--- src/rtl/fetch_aligner.sv ---
// fetch_aligner
//   Instruction fetch aligner for an RV32IMC front end. Reads aligned 32-bit
//   words from instruction memory, tracks a halfword-granular PC, keeps a
//   one-halfword carry buffer and hands one instruction at a time downstream.
//   Compressed instructions are delivered as {16'h0, c}; 32-bit instructions
//   may straddle a word boundary.
//
// Ports
//   clk, resetb                 clock, asynchronous active-low reset
//   imem_ready/imem_addr        word request (registered), word-aligned address
//   imem_valid/imem_rdata/      memory accepts request; data and response
//   imem_rresp                  (1 = OK, 0 = bus error) valid in that cycle
//   redirect/redirect_pc        branch/trap redirect, highest priority
//   ins_valid/ins_ready         instruction handshake
//   ins/ins_pc/ins_compressed/  delivered instruction, its address, 16-bit flag
//   ins_fault                   and bus-error flag
//
// State | meaning
//   IDLE  | single cycle after reset, then FETCH
//   FETCH | requesting a word, or evaluating the next step when no request is up
//   HOLD  | instruction presented, waiting for consume
module fetch_aligner #(
  parameter logic [31:0] RESET_VEC = 32'h0000_0000
) (
  input  logic        clk,
  input  logic        resetb,
  output logic        imem_ready,
  input  logic        imem_valid,
  output logic [31:0] imem_addr,
  input  logic        imem_rresp,
  input  logic [31:0] imem_rdata,
  input  logic        redirect,
  input  logic [31:0] redirect_pc,
  output logic        ins_valid,
  input  logic        ins_ready,
  output logic [31:0] ins,
  output logic [31:0] ins_pc,
  output logic        ins_compressed,
  output logic        ins_fault
);

  typedef enum logic [1:0] {IDLE, FETCH, HOLD} state_t;

  state_t      state_q, state_d;
  logic [31:0] pc_q, pc_d;
  logic [15:0] buf_q, buf_d;
  logic        buf_v_q, buf_v_d;
  logic        imem_ready_q, imem_ready_d;
  logic [31:0] imem_addr_q, imem_addr_d;
  logic        ins_valid_q, ins_valid_d;
  logic [31:0] ins_q, ins_d;
  logic [31:0] ins_pc_q, ins_pc_d;
  logic        ins_compressed_q, ins_compressed_d;
  logic        ins_fault_q, ins_fault_d;

  logic [31:0] pc_inc;

  // Word address needed for the instruction at p: the word holding p, or the
  // following word when the low half of a 32-bit instruction is already buffered.
  function automatic logic [31:0] req_addr(input logic [31:0] p, input logic bv);
    return (p & ~32'd3) + ((p[1] && bv) ? 32'd4 : 32'd0);
  endfunction

  assign pc_inc = pc_q + (ins_compressed_q ? 32'd2 : 32'd4);

  always_comb begin
    state_d          = state_q;
    pc_d             = pc_q;
    buf_d            = buf_q;
    buf_v_d          = buf_v_q;
    imem_ready_d     = imem_ready_q;
    imem_addr_d      = imem_addr_q;
    ins_valid_d      = ins_valid_q;
    ins_d            = ins_q;
    ins_pc_d         = ins_pc_q;
    ins_compressed_d = ins_compressed_q;
    ins_fault_d      = ins_fault_q;

    if (redirect) begin
      // Any coinciding transfer or consume is dropped.
      state_d      = FETCH;
      pc_d         = redirect_pc & ~32'd1;
      buf_v_d      = 1'b0;
      ins_valid_d  = 1'b0;
      imem_ready_d = 1'b1;
      imem_addr_d  = redirect_pc & ~32'd3;
    end else begin
      case (state_q)
        IDLE: begin
          state_d      = FETCH;
          imem_ready_d = 1'b1;
          imem_addr_d  = req_addr(pc_q, buf_v_q);
        end

        FETCH: begin
          if (!imem_ready_q) begin
            if (buf_v_q && pc_q[1] && (buf_q[1:0] != 2'b11)) begin
              ins_d            = {16'h0, buf_q};
              ins_pc_d         = pc_q;
              ins_compressed_d = 1'b1;
              ins_fault_d      = 1'b0;
              ins_valid_d      = 1'b1;
              buf_v_d          = 1'b0;
              state_d          = HOLD;
            end else begin
              imem_ready_d = 1'b1;
              imem_addr_d  = req_addr(pc_q, buf_v_q);
            end
          end else if (imem_valid) begin
            imem_ready_d = 1'b0;
            if (!imem_rresp) begin
              ins_d            = imem_rdata;
              ins_pc_d         = pc_q;
              ins_compressed_d = 1'b0;
              ins_fault_d      = 1'b1;
              ins_valid_d      = 1'b1;
              buf_v_d          = 1'b0;
              state_d          = HOLD;
            end else if (!pc_q[1]) begin
              ins_pc_d    = pc_q;
              ins_fault_d = 1'b0;
              ins_valid_d = 1'b1;
              state_d     = HOLD;
              if (imem_rdata[1:0] != 2'b11) begin
                ins_d            = {16'h0, imem_rdata[15:0]};
                ins_compressed_d = 1'b1;
                buf_d            = imem_rdata[31:16];
                buf_v_d          = 1'b1;
              end else begin
                ins_d            = imem_rdata;
                ins_compressed_d = 1'b0;
                buf_v_d          = 1'b0;
              end
            end else if (!buf_v_q) begin
              // Odd PC with nothing buffered: load the upper half, then re-evaluate.
              buf_d   = imem_rdata[31:16];
              buf_v_d = 1'b1;
            end else begin
              ins_d            = {imem_rdata[15:0], buf_q};
              ins_pc_d         = pc_q;
              ins_compressed_d = 1'b0;
              ins_fault_d      = 1'b0;
              ins_valid_d      = 1'b1;
              buf_d            = imem_rdata[31:16];
              buf_v_d          = 1'b1;
              state_d          = HOLD;
            end
          end
        end

        HOLD: begin
          if (ins_valid_q && ins_ready) begin
            pc_d = pc_inc;
            if (buf_v_q && pc_inc[1] && (buf_q[1:0] != 2'b11)) begin
              // Buffered compressed instruction goes out with no bubble.
              ins_d            = {16'h0, buf_q};
              ins_pc_d         = pc_inc;
              ins_compressed_d = 1'b1;
              ins_fault_d      = 1'b0;
              buf_v_d          = 1'b0;
            end else begin
              ins_valid_d  = 1'b0;
              state_d      = FETCH;
              imem_ready_d = 1'b0;
              imem_addr_d  = req_addr(pc_inc, buf_v_q);
            end
          end
        end

        default: state_d = IDLE;
      endcase
    end
  end

  always_ff @(posedge clk or negedge resetb) begin
    if (!resetb) begin
      state_q          <= IDLE;
      pc_q             <= RESET_VEC & ~32'd1;
      buf_q            <= 16'h0;
      buf_v_q          <= 1'b0;
      imem_ready_q     <= 1'b0;
      imem_addr_q      <= RESET_VEC & ~32'd3;
      ins_valid_q      <= 1'b0;
      ins_q            <= 32'h0;
      ins_pc_q         <= 32'h0;
      ins_compressed_q <= 1'b0;
      ins_fault_q      <= 1'b0;
    end else begin
      state_q          <= state_d;
      pc_q             <= pc_d;
      buf_q            <= buf_d;
      buf_v_q          <= buf_v_d;
      imem_ready_q     <= imem_ready_d;
      imem_addr_q      <= imem_addr_d;
      ins_valid_q      <= ins_valid_d;
      ins_q            <= ins_d;
      ins_pc_q         <= ins_pc_d;
      ins_compressed_q <= ins_compressed_d;
      ins_fault_q      <= ins_fault_d;
    end
  end

  assign imem_ready     = imem_ready_q;
  assign imem_addr      = imem_addr_q;
  assign ins_valid      = ins_valid_q;
  assign ins            = ins_q;
  assign ins_pc         = ins_pc_q;
  assign ins_compressed = ins_compressed_q;
  assign ins_fault      = ins_fault_q;

endmodule

--- config.mk ---
export PLATFORM = sky130hd
export DESIGN_NAME = fetch_aligner
export DESIGN_NICKNAME = d
export VERILOG_FILES = /design/src/rtl/fetch_aligner.sv
export SDC_FILE = /design/constraint.sdc
export NUM_CORES = 1
export LEC_CHECK = 0
export ABC_AREA = 1
export CAP_MARGIN = 40
export CORE_MARGIN = 1.5
export CORE_UTILIZATION = 58
export DETAILED_ROUTE_END_ITERATION = 6
export PLACE_DENSITY_LB_ADDON = 0.08
export SYNTH_ARGS = -nofsm -noshare
export SYNTH_HDL_FRONTEND = slang
export SYNTH_SLANG_ARGS = --single-unit
--- constraint.sdc ---
create_clock -name clk -period 8.3 [get_ports clk]
set_clock_uncertainty 0.15 [all_clocks]
set_input_delay 0.83 -clock clk [delete_from_list [all_inputs] [get_ports clk]]
set_output_delay 0.83 -clock clk [all_outputs]
set_load 0.005 [all_outputs]
Yosys cells after proc, flatten, opt, wreduce, memory -nomap -nowiden
Index checks and enable logic that the tools add are counted.

word-level totals
  flip-flop bits (word level) = 151
  input bits = 70
  output and inout bits = 100
  word-level logic and storage cells = 133

operators by class
  add/subtract/negate cells = 3
  equal/unequal tests = 17
  multiplexer cells = 81
  bitwise gates (word level) = 1
  reductions and logical operators = 20

operators by type and width
  kind                                  number
  two-way mux 32 bit                    25
  one-hot mux 32 bit (2 select lines)   2
  adder 32 x 3 -> 32 bit                3
  one-hot mux 32 bit (3 select lines)   1
  two-way mux 1 bit                     33
  two-way mux 16 bit                    2
  != test 3 bit, second input constant  7
  two-way mux 2 bit                     9
  AND reduction 5 bit                   3
  AND reduction 6 bit                   2
  two-way mux 3 bit                     3
  != test 2 bit, second input constant  4
  != test 4 bit, second input constant  2
  one-hot mux 1 bit (2 select lines)    4
  nonzero test 2 bit                    4
  AND reduction 7 bit                   1
  != test 6 bit, second input constant  1
  one-hot mux 2 bit (3 select lines)    1
  logical AND 1 bit                     5
  != test 5 bit, second input constant  1
  nonzero test 4 bit                    1
  one-hot mux 1 bit (3 select lines)    1
  AND reduction 3 bit                   1
  nonzero test 3 bit                    1
  5 further kinds                       5

Logic depth before layout (Yosys ltp)
  depth after elaboration = 9
  mapped depth = 20
  depth with buffers taken out = 19

Worst setup path after synthesis
Ideal clock, no wire load.

  path type = reg-to-reg
  from = register ins_compressed_q (netlist: ins_compressed)
  to = register imem_addr_q[20] (netlist: imem_addr[20])
  setup time = 0.122 ns
  arrival = 2.493 ns
  data required time = 8.028 ns
  setup slack = 5.535 ns
  cell stages (with the launch flop) = 19
  path buffers = 1
  period minus slack after synthesis = 2.765 ns
  path through = dfrtp_1 ha_1 fa_1 buf_2 nand2_1 nand2_1 inv_1 ha_1 nand3_1 nor2_1 nand3_1 nor2_2 nand2_1 nor2_2 o21ai_1 o21ai_1 nand2_1 nand2_1 a21oi_1

between the ends
  longest elaborated chain between the ends = 9
  elaborated cells between the ends (all ways) = 12
  classes of those cells = add/sub: 2; eq/ne: 1; mux: 6; reduce/logical: 3

ends and longest elaborated chain
  element                              RTL line  source
  start: declaration                   53        logic ins_compressed_q, ins_compressed_d;
  start signal: assignment             198       ins_compressed_q <= ins_compressed_d;
  two-way mux 3 bit *                  64        assign pc_inc = pc_q + (ins_compressed_q ? 32'd2 : 32'd4);
  adder 32 x 3 -> 32 bit *             64
  logical AND 1 bit                    61, 154
  two-way mux 3 bit                    61        return (p & ~32'd3) + ((p[1] && bv) ? 32'd4 : 32'd0);
  adder 32 x 3 -> 32 bit               61
  two-way mux 32 bit                   154       if (buf_v_q && pc_inc[1] && (buf_q[1:0] != 2'b11)) begin
  two-way mux 32 bit                   152       if (ins_valid_q && ins_ready) begin
  one-hot mux 32 bit (3 select lines)  88        case (state_q)
  two-way mux 32 bit                   79        if (redirect) begin
  end signal: assignment               182       imem_addr_q <= RESET_VEC & ~32'd3;
  end signal: assignment               194       imem_addr_q <= imem_addr_d;
  end: declaration                     49        logic [31:0] imem_addr_q, imem_addr_d;

Mark *: on every way between the ends. The rest lies on a longest branch, timed or not. The select of a mux whose other input is x is not followed.
A chain may end at the register's enable or synchronous reset.

Worst setup path after layout
  from = input imem_rresp
  to = register ins_pc_q[10] (netlist: ins_pc[10])

between the ends
  longest elaborated chain between the ends = 4
  elaborated cells between the ends (all ways) = 6
  classes of those cells = eq/ne: 1; mux: 4; reduce/logical: 1

ends and longest elaborated chain
  element                              RTL line  source
  start: declaration                   30        input logic imem_rresp,
  two-way mux 32 bit                   111       if (!imem_rresp) begin
  two-way mux 32 bit                   109       end else if (imem_valid) begin
  two-way mux 32 bit                   96        if (!imem_ready_q) begin
  one-hot mux 32 bit (2 select lines)  88
  end signal: assignment               197       ins_pc_q <= ins_pc_d;
  end: declaration                     52        logic [31:0] ins_pc_q, ins_pc_d;

Several ways; a longest one is shown, not always the timed one. The select of a mux whose other input is x is not followed.

==> flow_summary_export.csv <==
group,metric,value,unit
outcome,status,"finished, final reports clean",
worst_setup_path,reg2reg_from,"pc_q[1]",
cts,cts_buffers,17,
finish,final_layout_size_suffix_gt1_share,9.656,%
timing,rsz0062_at_grt,"false",
global_routing,grt_max_degree,94,
route,wl_met3,2.968,mm
die,die-area,0.01726,sq mm
route,viasPerCell,5.830,
cts,cts.path.max_buffers,2,
finish,seq_area,0.003679,sq mm
route,first_iter_violations,1033,
timing,setup_viol,0,
hold_path,hp-class,"primary input to async pin",
global_routing,grt_antenna_before_repair,0,
logic_synthesis,synth-edff-count,0,
logic_synthesis,synth.distinct_cells,47,
finish,multi_input_area,0.005147,sq mm
logic_synthesis,yosys_warnings,0,
route,vias,10080,
power,peakVddDrop,250.8,uV
run,drv_cap,0,
cts,path_clk_slew,0.07,ns
die,ioPinCount,170,
logic_synthesis,syn_area,0.009560,sq mm
power,power_switching,1555,uW
route,top_layer_used,"met4",
route,first_pass_iters,6,
timing,slew_violations,0,
finish,final_nets,1576,
timing,fin_tns_setup,0,ns
route,wl_per_cell,17.66,um
worst_setup_path,endpoint_kind,"flop",
die,die_x,131.4,um
logic_synthesis,seq_area_frac_synth,38.48,%
power,power.total,3781,uW
global_routing,grt_pass1_wl,49.34,mm
route,met2_length,14.21,mm
global_routing,grt_usage,35.91,%
finish,area_growth,24.53,%
worst_setup_path,cp.arrival,4.09,ns
logic_synthesis,synth_top_area_cell,"dfrtp_1",
power,seqPwrFrac,32.7,%
logic_synthesis,syn_inst,1370,
logic_synthesis,ys_ff_latch,147,
global_routing,grt_pass1_vias,9692,
global_routing,grt.overflow.total,0,
cts,insertion_delay,0.44,ns
logic_synthesis,yosys.area.top_type_share,38.48,%
worst_setup_path,start_kind,"primary input",
die,rows,46,
timing,min_period,3.920,ns
logic_synthesis,synth_flop_cell,"dfrtp_1",
die,start_util,59.75,%
worst_setup_path,critPathKind,"primary input to flop",
die,die_h,131.4,um
place,io_buffer_count,165,
place,place_hpwl,21.60,mm
power,p_clk_share,20.7,%
route,remaining_drc_errors,0,
cts,cts_tree,"built",
timing,min_period_over_period,47.23,%
worst_setup_path,worstPathRequired,8.47,ns
power,p_int,2225,uW
power,p_leak,0.005395,uW
logic_synthesis,avgSynthCellArea,6.978,sq um
timing,fmax,255.1,MHz
cts,h-tree-depth,4,
power,swShare,41.14,%
die,core-area,0.01600,sq mm
finish,antenna_cells,0,
cts,ctsResizeCount,0,
power,power.density,317.6,mW/mm^2
cts,cts-root-buf,"clkbuf_16",
logic_synthesis,synth_area_leaders,"dfrtp_1, nand2_1, nor2_1",
cts,cts_sinks,147,
worst_setup_path,critPathMaxFanout,45,
cts,postCtsSetupRepairBufs,0,
route,wl_met1,12.18,mm
logic_synthesis,async_reset_ff_share,100.0,%
power,p_comb_share,46.5,%
timing,relSlewSlack,42.91,%
route,routed_wl,30.52,mm
worst_setup_path,crit_path_start,"imem_rresp",
finish,fillers,1349,
cts,hold_buffers,0,
route,ant_nets,0,
place,finalWeightedCongestion,0.9808,
timing,hold_viol,0,
timing,tightest_slew,0.8563,ns
==> critical path, cell delays in order <==
cell and delay, ns:
clkdlybuf4s50_1 0.39, buf_4 0.20, nand2_1 0.57, nor3_1 0.18
a211oi_1 0.31, nand2_2 0.11, inv_2 0.63, buf_4 0.45
o21ai_0 0.18, o22a_1 0.20
==> cell usage after synthesis, types with 6 or more instances <==
cell type	instances
nand2_1	353
nor2_1	161
dfrtp_1	147
nand3_1	113
inv_1	111
o21ai_0	110
a21oi_1	72
clkbuf_1	53
a31oi_1	49
nand2_2	31
nor2_4	17
nor2_2	14
inv_2	13
o21ai_1	12
a22oi_1	11
nand4_1	9
xor2_1	9
buf_2	6
ha_1	6
nand2_4	6
o211ai_1	6
o22a_1	6
==> metal layers <==
| metal | track usage (%) | up-vias |
|---|---|---|
| li1 | - | 4776 |
| met1 | 45.35 | 4691 |
| met2 | 58.20 | 529 |
| met3 | 10.11 | 79 |
| met4 | 14.81 | 0 |
| met5 | 0 | - |
==> flip-flops by register name, summed over array words and instances (netlist names) <==
signal,cells
buf_v_q,1
ins_pc,31
pc_q,31
buf_q,16
state_q,2
ins,32
ins_compressed,1
imem_addr,30
imem_ready,1
ins_fault,1
ins_valid,1
==> cells by family after synthesis <==
group,after synthesis,share of synthesized area (%)
fa+ha+maj,7,0.9946
other cells,1,0.03922
simple gates,720,34.13
xor+xnor,11,1.283
buf+inv,195,7.931
flops,147,38.48
compound gates,289,17.14
==> power groups by stage <==
stage                     sequential, uW  clock [uW]  combinational (uW)
final                               1240         784                1760
after global routing                1280         817                1930
after CTS                           1230         785                1750
after detailed placement            1240           0                1730
after global placement              1230           0                1680
after floorplan                     1210           0                 941
==> placed cells by master, fill, tap and decap left out, types with 4 or more instances in the layout <==
master / instances
dfrtp_1: 147
nand2_4: 6
inv_6: 6
nor3_1: 4
nand2_2: 32
xor2_1: 9
inv_1: 110
inv_2: 14
a31oi_1: 49
o22ai_1: 4
clkbuf_16: 17
nor2_4: 18
nand4_1: 9
nor2_1: 159
buf_4: 11
ha_1: 6
o21ai_0: 110
o211ai_1: 6
nor2_2: 15
nand2_1: 352
a21oi_1: 72
a22oi_1: 11
o22a_1: 6
o21ai_1: 11
clkdlybuf4s50_1: 163
nand3_1: 113
a21oi_2: 4
a211oi_1: 4
==> path summary, 6_finish.rpt <==
kind	slack, ns	cells past startpoint	endpoint
min reg2reg	0.34	2	ins_pc[29]
max reg2reg	4.54	18	imem_addr[24]
min in group clk	0.34	2	ins_pc[29]
max in group asynchronous	6.41	2	ins_pc[26]
max	4.38	10	ins_pc[10]
min	0.33	1	imem_addr[8]
==> final cells by class <==
class                           count  share of cell area (%)
Clock inverter                     14                   1.356
Inverter                          126                   3.973
Tap cell                          216                   2.270
Sequential cell                   147                   30.90
Multi-Input combinational cell   1030                   43.24
Clock buffer                       18                   3.605
Timing Repair Buffer              177                   14.66
==> stage by stage <==
stage          utilization (%)  instances  hold slack, ns  setup WS (ns)  cell area (sq um)
2_1_floorplan                -       1372          0.3034          5.535               9568
3_3_place_gp             70.62       1695          0.3154          4.217              11300
3_5_place_dp             70.71       1696          0.3214          4.131              11310
4_1_cts                  74.41       1728          0.3395          4.489              11910
5_1_grt                  74.41       1728          0.3596          4.237              11910
6_report                 74.41       1728          0.3259          4.380              11910
(Power assumes the default switching activity.)
